File: src/rtl/pc_seq_pkg.sv
`default_nettype none
// ============================================================================
// Module   : pc_seq_pkg
// Purpose  : Shared types and constants for the program-counter sequencer.
//            Holds the sequencer state encoding, the default PC width and
//            the all-ones PC value used to recognise a wrap.
// Revision : 1.0 - initial release
// ============================================================================
package pc_seq_pkg;

    localparam int PC_W = 8;

    localparam logic [PC_W-1:0] PC_ONES = {PC_W{1'b1}};

    typedef enum logic [1:0] {
        IDLE   = 2'd0,
        RUN    = 2'd1,
        BUBBLE = 2'd2,
        HALT   = 2'd3
    } pc_state_e;

endpackage
`default_nettype wire

File: src/rtl/pc_next_logic.sv
`default_nettype none
// ============================================================================
// Module   : pc_next_logic
// Purpose  : Combinational next-PC datapath. Selects the load value, the
//            incremented PC, or zero, and reports the increment carry-out.
//            Holding the PC is done by the register enable in the parent,
//            not here.
// Ports    : pc_i        - current PC
//            load_i      - select load_val_i (wins over inc_i)
//            load_val_i  - load target address
//            inc_i       - select pc_i + 1 (W-bit modulo)
//            next_pc_o   - selected next PC
//            carry_out_o - carry out of the increment (wrap detection only)
// Revision : 1.0 - initial release
// ============================================================================
module pc_next_logic
    import pc_seq_pkg::*;
#(
    parameter int W = PC_W
) (
    input  logic [W-1:0] pc_i,
    input  logic         load_i,
    input  logic [W-1:0] load_val_i,
    input  logic         inc_i,
    output logic [W-1:0] next_pc_o,
    output logic         carry_out_o
);

    // One extra bit so the carry of the increment falls out naturally.
    logic [W:0] w_sum;

    assign w_sum = {1'b0, pc_i} + {{W{1'b0}}, 1'b1};

    always_comb begin
        next_pc_o   = '0;
        carry_out_o = 1'b0;
        if (load_i) begin
            next_pc_o = load_val_i;
        end else if (inc_i) begin
            next_pc_o   = w_sum[W-1:0];
            carry_out_o = w_sum[W];
        end
    end

endmodule
`default_nettype wire

File: src/rtl/pc_sequencer.sv
`default_nettype none
// ============================================================================
// Module   : pc_sequencer
// Purpose  : Owns the program-counter register and sequences it every cycle:
//            start/stop, stall, increment, prioritised loads (interrupt
//            vector over branch target), a one-cycle bubble after every
//            load, and optional halt when the PC wraps from all-ones to 0.
// Ports    : clk, rst        - clock (rising edge), async active-high reset
//            start_i, stop_i - enter RUN / leave RUN for IDLE
//            stall_i         - freeze PC and state, no acks
//            irq_req_i/vec_i - interrupt load request and target
//            br_req_i/addr_i - branch load request and target
//            irq_ack_o       - registered pulse, interrupt load taken
//            br_ack_o        - registered pulse, branch load taken
//            pc_o            - current PC register
//            fetch_valid_o   - pc_o is a valid fetch address this cycle
//            wrap_o          - registered pulse, PC wrapped all-ones -> 0
//            halted_o        - sequencer is in HALT
// Revision : 1.0 - initial release
// ============================================================================
module pc_sequencer
    import pc_seq_pkg::*;
#(
    parameter int           W            = PC_W,
    parameter logic [W-1:0] RESET_VEC    = '0,
    parameter bit           HALT_ON_WRAP = 1'b1
) (
    input  logic         clk,
    input  logic         rst,
    input  logic         start_i,
    input  logic         stop_i,
    input  logic         stall_i,
    input  logic         irq_req_i,
    input  logic [W-1:0] irq_vec_i,
    input  logic         br_req_i,
    input  logic [W-1:0] br_addr_i,
    output logic         irq_ack_o,
    output logic         br_ack_o,
    output logic [W-1:0] pc_o,
    output logic         fetch_valid_o,
    output logic         wrap_o,
    output logic         halted_o
);

    pc_state_e    state_q, state_d;
    logic [W-1:0] pc_q, pc_d;
    logic         irq_ack_q, irq_ack_d;
    logic         br_ack_q, br_ack_d;
    logic         wrap_q, wrap_d;

    logic         w_load;
    logic         w_inc;
    logic         w_pc_en;
    logic [W-1:0] w_load_val;
    logic [W-1:0] w_next_pc;
    logic         w_carry;

    pc_next_logic #(
        .W (W)
    ) u_next (
        .pc_i        (pc_q),
        .load_i      (w_load),
        .load_val_i  (w_load_val),
        .inc_i       (w_inc),
        .next_pc_o   (w_next_pc),
        .carry_out_o (w_carry)
    );

    // Next-state, datapath control and registered-pulse computation.
    // Stall suppresses everything, so the whole decision is gated by it.
    always_comb begin
        state_d    = state_q;
        w_load     = 1'b0;
        w_inc      = 1'b0;
        w_pc_en    = 1'b0;
        w_load_val = irq_vec_i;
        irq_ack_d  = 1'b0;
        br_ack_d   = 1'b0;
        wrap_d     = 1'b0;

        if (!stall_i) begin
            unique case (state_q)
                IDLE: begin
                    // Requests stay pending; only start moves us on.
                    if (start_i) begin
                        state_d = RUN;
                    end
                end
                RUN: begin
                    if (stop_i) begin
                        state_d = IDLE;
                    end else if (irq_req_i) begin
                        w_load     = 1'b1;
                        w_load_val = irq_vec_i;
                        w_pc_en    = 1'b1;
                        irq_ack_d  = 1'b1;
                        state_d    = BUBBLE;
                    end else if (br_req_i) begin
                        w_load     = 1'b1;
                        w_load_val = br_addr_i;
                        w_pc_en    = 1'b1;
                        br_ack_d   = 1'b1;
                        state_d    = BUBBLE;
                    end else begin
                        w_inc   = 1'b1;
                        w_pc_en = 1'b1;
                        // Carry out of the increment means pc was all-ones.
                        if (w_carry) begin
                            wrap_d = 1'b1;
                            if (HALT_ON_WRAP) begin
                                state_d = HALT;
                            end
                        end
                    end
                end
                BUBBLE: begin
                    state_d = RUN;
                end
                HALT: begin
                    // Interrupt beats start; branches are not served here.
                    if (irq_req_i) begin
                        w_load     = 1'b1;
                        w_load_val = irq_vec_i;
                        w_pc_en    = 1'b1;
                        irq_ack_d  = 1'b1;
                        state_d    = BUBBLE;
                    end else if (start_i) begin
                        state_d = RUN;
                    end
                end
                default: begin
                    state_d = IDLE;
                end
            endcase
        end

        pc_d = w_pc_en ? w_next_pc : pc_q;
    end

    always_ff @(posedge clk or posedge rst) begin
        if (rst) begin
            state_q   <= IDLE;
            pc_q      <= RESET_VEC;
            irq_ack_q <= 1'b0;
            br_ack_q  <= 1'b0;
            wrap_q    <= 1'b0;
        end else begin
            state_q   <= state_d;
            pc_q      <= pc_d;
            irq_ack_q <= irq_ack_d;
            br_ack_q  <= br_ack_d;
            wrap_q    <= wrap_d;
        end
    end

    assign pc_o          = pc_q;
    assign irq_ack_o     = irq_ack_q;
    assign br_ack_o      = br_ack_q;
    assign wrap_o        = wrap_q;
    assign halted_o      = (state_q == HALT);
    assign fetch_valid_o = (state_q == RUN) && !stall_i;

endmodule
`default_nettype wire

File: config.mk
export PLATFORM = sky130hd
export DESIGN_NAME = pc_sequencer
export DESIGN_NICKNAME = d
export VERILOG_FILES = /design/src/rtl/pc_seq_pkg.sv /design/src/rtl/pc_next_logic.sv /design/src/rtl/pc_sequencer.sv
export SDC_FILE = /design/constraint.sdc
export NUM_CORES = 1
export LEC_CHECK = 0
export BUFFER_PORTS_ARGS = -buffer_cell sky130_fd_sc_hd__buf_2
export CELL_PAD_IN_SITES_DETAIL_PLACEMENT = 0
export CELL_PAD_IN_SITES_GLOBAL_PLACEMENT = 1
export CORE_MARGIN = 2
export CORE_UTILIZATION = 36
export DETAILED_ROUTE_END_ITERATION = 8
export GPL_TIMING_DRIVEN = 0
export PLACE_DENSITY_LB_ADDON = 0.05
export SYNTH_ARGS = -nofsm -noshare
export SYNTH_HDL_FRONTEND = slang
export SYNTH_SLANG_ARGS = --single-unit
File: constraint.sdc
create_clock -name clk -period 4.1 [get_ports clk]
set_clock_uncertainty 0.15 [all_clocks]
set_input_delay 0.82 -clock clk [delete_from_list [all_inputs] [get_ports clk]]
set_output_delay 0.82 -clock clk [all_outputs]
set_load 0.05 [all_outputs]
## Word-level counts from Yosys, hierarchy flattened

Index checks and enable logic that the tools add are counted.

| cells by class | value |
|---|---|
| bitwise operators | 1 |
| add/sub/neg operators | 1 |
| equality and inequality tests | 4 |
| reduce and logical (&&, ||, !) cells | 4 |
| multiplexer cells | 43 |

Operator list:

| cell | number |
|---|---|
| two-way mux 8 bit | 7 |
| two-way mux 1 bit | 26 |
| two-way mux 2 bit | 6 |
| adder 8 x 1 -> 9 bit (second input constant) | 1 |
| one-hot mux 2 bit (4 select lines) | 1 |
| one-hot mux 1 bit (2 select lines) | 3 |
| inequality test 5 x 4 -> 1 bit (second input constant) | 1 |
| == test 2 bit (second input constant) | 2 |
| == test 2 x 1 -> 1 bit (second input constant) | 1 |
| zero test 2 bit | 1 |
| AND reduction 2 bit | 1 |
| logical AND 1 bit | 1 |
| zero test 1 bit | 1 |
| NOT 1 bit | 1 |

| storage, ports and cells | value |
|---|---|
| logic and storage cells | 58 |
| output and inout port bits | 13 |
| input port bits | 23 |
| register bits | 13 |

## Depth between registers and ports, before layout

| logic depth | value |
|---|---|
| depth after elaboration | 13 |
| gate-level depth with buffers | 5 |
| mapped depth without buffers | 5 |

## Modules after synthesis

From an unflattened synthesis, not the netlist that was laid out.

| unflattened totals | value |
|---|---|
| cells, all modules | 96 |
| area, all modules | 900.9 µm² |

By module, submodules not included:

| module | times used | cells each | sequential area each (µm²) | area each (µm²) |
|---|---|---|---|---|
| pc_sequencer | 1 | 56 | 325.3 | 668.1 |
| pc_next_logic | 1 | 40 | 0.0 | 232.7 |

## Least setup slack after synthesis

OpenSTA, ideal clock, no wires.

| timing path | value |
|---|---|
| path kind | input -> output |
| start | in stall_i |
| end | out fetch_valid_o |
| required time | 3.130 ns |
| arrival time | 1.356 ns |
| path slack | 1.774 ns |
| path buffers | 0 |
| stages on the path | 2 |
| cells stage by stage | or3b_4 > clkinv_4 |

| on the way | value |
|---|---|
| longest elaborated chain between the ends | 2 |

RTL lines:

| item | line | source |
|---|---|---|
| from (decl) | pc_sequencer.sv:32 | `input logic stall_i,` |
| zero test 1 bit | pc_sequencer.sv:161 | `assign fetch_valid_o = (state_q == RUN) && !stall_i;` |
| logical AND 1 bit | pc_sequencer.sv:161 |  |
| to (decl) | pc_sequencer.sv:40 | `output logic fetch_valid_o,` |

Every way passes these cells.

## Worst setup path in the final report

Same ends and word-level chain as after synthesis.

==> summary.md <==
| Metric | Value |
|---|---|
| Status | `complete, no violations` |
| Cell taking the most area after synthesis | `dfrtp_1` |
| Worst Tran Pin Value | `0.527 ns` |
| FMAX | `0.375 GHz` |
| Top delay family on crit path | `buffers and inverters` |
| Clk root buf | `clkbuf_4` |
| Unrepaired setup endpoints after global routing | `no` |
| Setup_tns | `0 ns` |
| WL per Instance | `13.5 µm` |
| Data arrival, critical path | `1.70 ns` |
| Initial antenna violation count | `0` |
| Number of global-route vias before repair | `772` |
| Crit-path max cell delay | `0.42 ns` |
| Dpl hpwl | `1.56 mm` |
| Cells after DPL | `149` |
| Clk pin slew, worst setup/hold paths | `0.09 ns` |
| Reg2Reg Setup Slack | `2.26 ns` |
| Final period util | `65.1%` |
| Slew margin rel. | `64.8%` |
| Fillcell total | `231` |
| Seq/Total Area, Yosys | `39.5%` |
| Pwr Density | `677 nW/µm²` |
| Die area | `2690 µm²` |
| Number of synthesized register bits | `13` |
| Top cell type's share of synthesized area | `39.5%` |
| VDD IR max | `0.000368 V` |
| Async set or reset register ratio after synthesis | `100%` |
| Leakage | `0.554 nW` |
| TritonCTS clock tree | `built` |
| Final antenna-violating net count | `0` |
| Vias per cell | `5.25` |
| Yosys warns | `0` |
| Top FF cell, synth | `dfrtp_1` |
| Final net count | `150` |
| Post-Syn Instances | `86` |
| Commonest cells post-synth | `dfrtp_1, mux2i_1, nand2_1` |
| Final non-filler cell total | `153` |
| CP Buf/Inv Count | `3` |
| Most common cell in the netlist | `dfrtp_1` |
| Clock sink count | `13` |
| Die Height | `51.9 µm` |
| GR Util All Layers | `17.6%` |
| Syn_area_per_cell | `9.59 µm²` |
| Final wirelength | `2.07 mm` |
| Pre-antenna DRT Iters | `4` |
| Crit path depth | `4` |
| Most used cell, CP | `buf_2` |
| Slew Limit Fails | `0` |
| Critical path class | `in -> out` |
| Hold Crit Class | `in -> async` |
| Hold Violations, Final | `0` |
| Final Wtd Congestion | `0.840` |
| Vias | `803` |
| Post-synthesis cell type count | `39` |
| Die Wd | `51.9 µm` |
| Critical-path top delay cell | `or3b_4` |
| # port buffers | `35` |
| Crit-path cells | `buf_2 -> or3b_4 -> clkinv_4 -> buf_2` |
| Cts hold-fix bufs | `0` |
| Postcts setup bufs | `0` |
| Antenna Cells | `0` |
| # resized after CTS | `0` |
| Largest cells by area after synthesis | `dfrtp_1, mux2i_1, o221ai_1` |
| Minimum clock period | `2.67 ns` |
| Area of the core | `2190 µm²` |
| Initial Util | `37.6%` |
| Largest net degree at the start of global routing | `14` |
| Worst setup EP type | `output port` |
| Design area | `1060 µm²` |
| Finish-stage setup viols | `0` |
| Required @ worst endpoint | `3.13 ns` |
| Dpl cell area | `1030 µm²` |
| H-tree Lvls | `1` |
| Proportion of layout cells with a drive suffix above 1 | `36.0%` |
| Synth Cell Area | `825 µm²` |
| Global-route wire length before repair | `3.42 mm` |
| Fin Hold WS | `0.403 ns` |
| Clock Path Buffers | `2` |
| Final Util | `48.5%` |
| GR Overflow Total | `0` |
| Max-Cap Viols | `0` |
| Clock latency on the worst-skew pair | `0.28 ns` |
| 1st-iter DRT viols | `16` |
| Layout area overhead | `28.8%` |
| Critical Path Fanout Max | `5` |
| Number of synthesized flops with an enable pin | `0` |
| FF-to-FF path depth | `5` |
| Syn_nets | `110` |
| Setup crit start kind | `primary input` |
| DRC Markers | `0` |
| Num CTS Buffers | `3` |
| Core Rows | `17` |
| Io pins | `36` |
==> registers in the layout (all words and copies together) (netlist names) <==
register	cells
state_q	2
br_ack_o	1
wrap_o	1
pc_o	8
irq_ack_o	1
==> final timing paths <==
kind | start | endpoint
worst max-delay path | stall_i | fetch_valid_o
worst min-delay path | rst | pc_o[0]
worst max register to register | state_q[1] | pc_o[7]
worst min register to register | pc_o[2] | pc_o[2]
max in group asynchronous | rst | irq_ack_o
min in group clk | pc_o[2] | pc_o[2]
==> routing by layer <==
layer	GRT usage (%)	share of wire [%]
met2	28.5	45
met3	3.45	5.6
met5	0	0
met1	22.4	48
met4	7.89	1.3
==> layout by cell type, fill, tap and decap left out, types with 3 or more instances in the layout <==
cell      Yosys  layout
and3_1        4       4
buf_2         0      35
clkbuf_4      0       3
dfrtp_1      13      13
mux2i_1       7       7
nand2_1       7       7
nand2b_1      4       4
nand3_1       3       3
nor3_1        3       3
o21ai_0       5       5
o221ai_1      6       6
==> report_power, final <==
part,internal [mW],total [mW],switching [mW]
Combinational,0.116,0.394,0.278
Sequential,0.179,0.244,0.0649
Clock,0.0362,0.0821,0.0459
Total,0.331,0.720,0.389
==> layout make-up <==
class | count | area, µm² | share of cell area [%]
Multi-Input combinational cell | 68 | 475 | 44.8
Sequential cell | 13 | 325 | 30.6
Timing Repair Buffer | 35 | 175 | 16.5
Tap cell | 28 | 35.0 | 3.30
Clock buffer | 3 | 22.5 | 2.12
Inverter | 4 | 20.0 | 1.88
Clock inverter | 1 | 5.00 | 0.471
Buffer | 1 | 3.75 | 0.353
==> cell families (layout without fill, tap and decap cells) <==
| family | after synthesis | in the layout | synth area share (%) |
|---|---|---|---|
| xor+xnor | 1 | 1 | 1.06 |
| flops | 13 | 13 | 39.5 |
| mux | 7 | 7 | 8.50 |
| simple gates | 36 | 36 | 26.4 |
| fa+ha+maj | 1 | 1 | 1.52 |
| compound gates | 23 | 23 | 20.2 |
| buf+inv | 5 | 44 | 2.88 |
==> per-stage QoR <==
stage | setup WS, ns | total power, mW
6_report | 1.43 | 0.720
5_1_grt | 1.41 | 0.771
4_1_cts | 1.43 | 0.726
3_5_place_dp | 1.43 | 0.640
3_3_place_gp | 1.43 | 0.638
2_1_floorplan | 1.77 | 0.539
No activity file was read; power rests on OpenSTA's default activity.
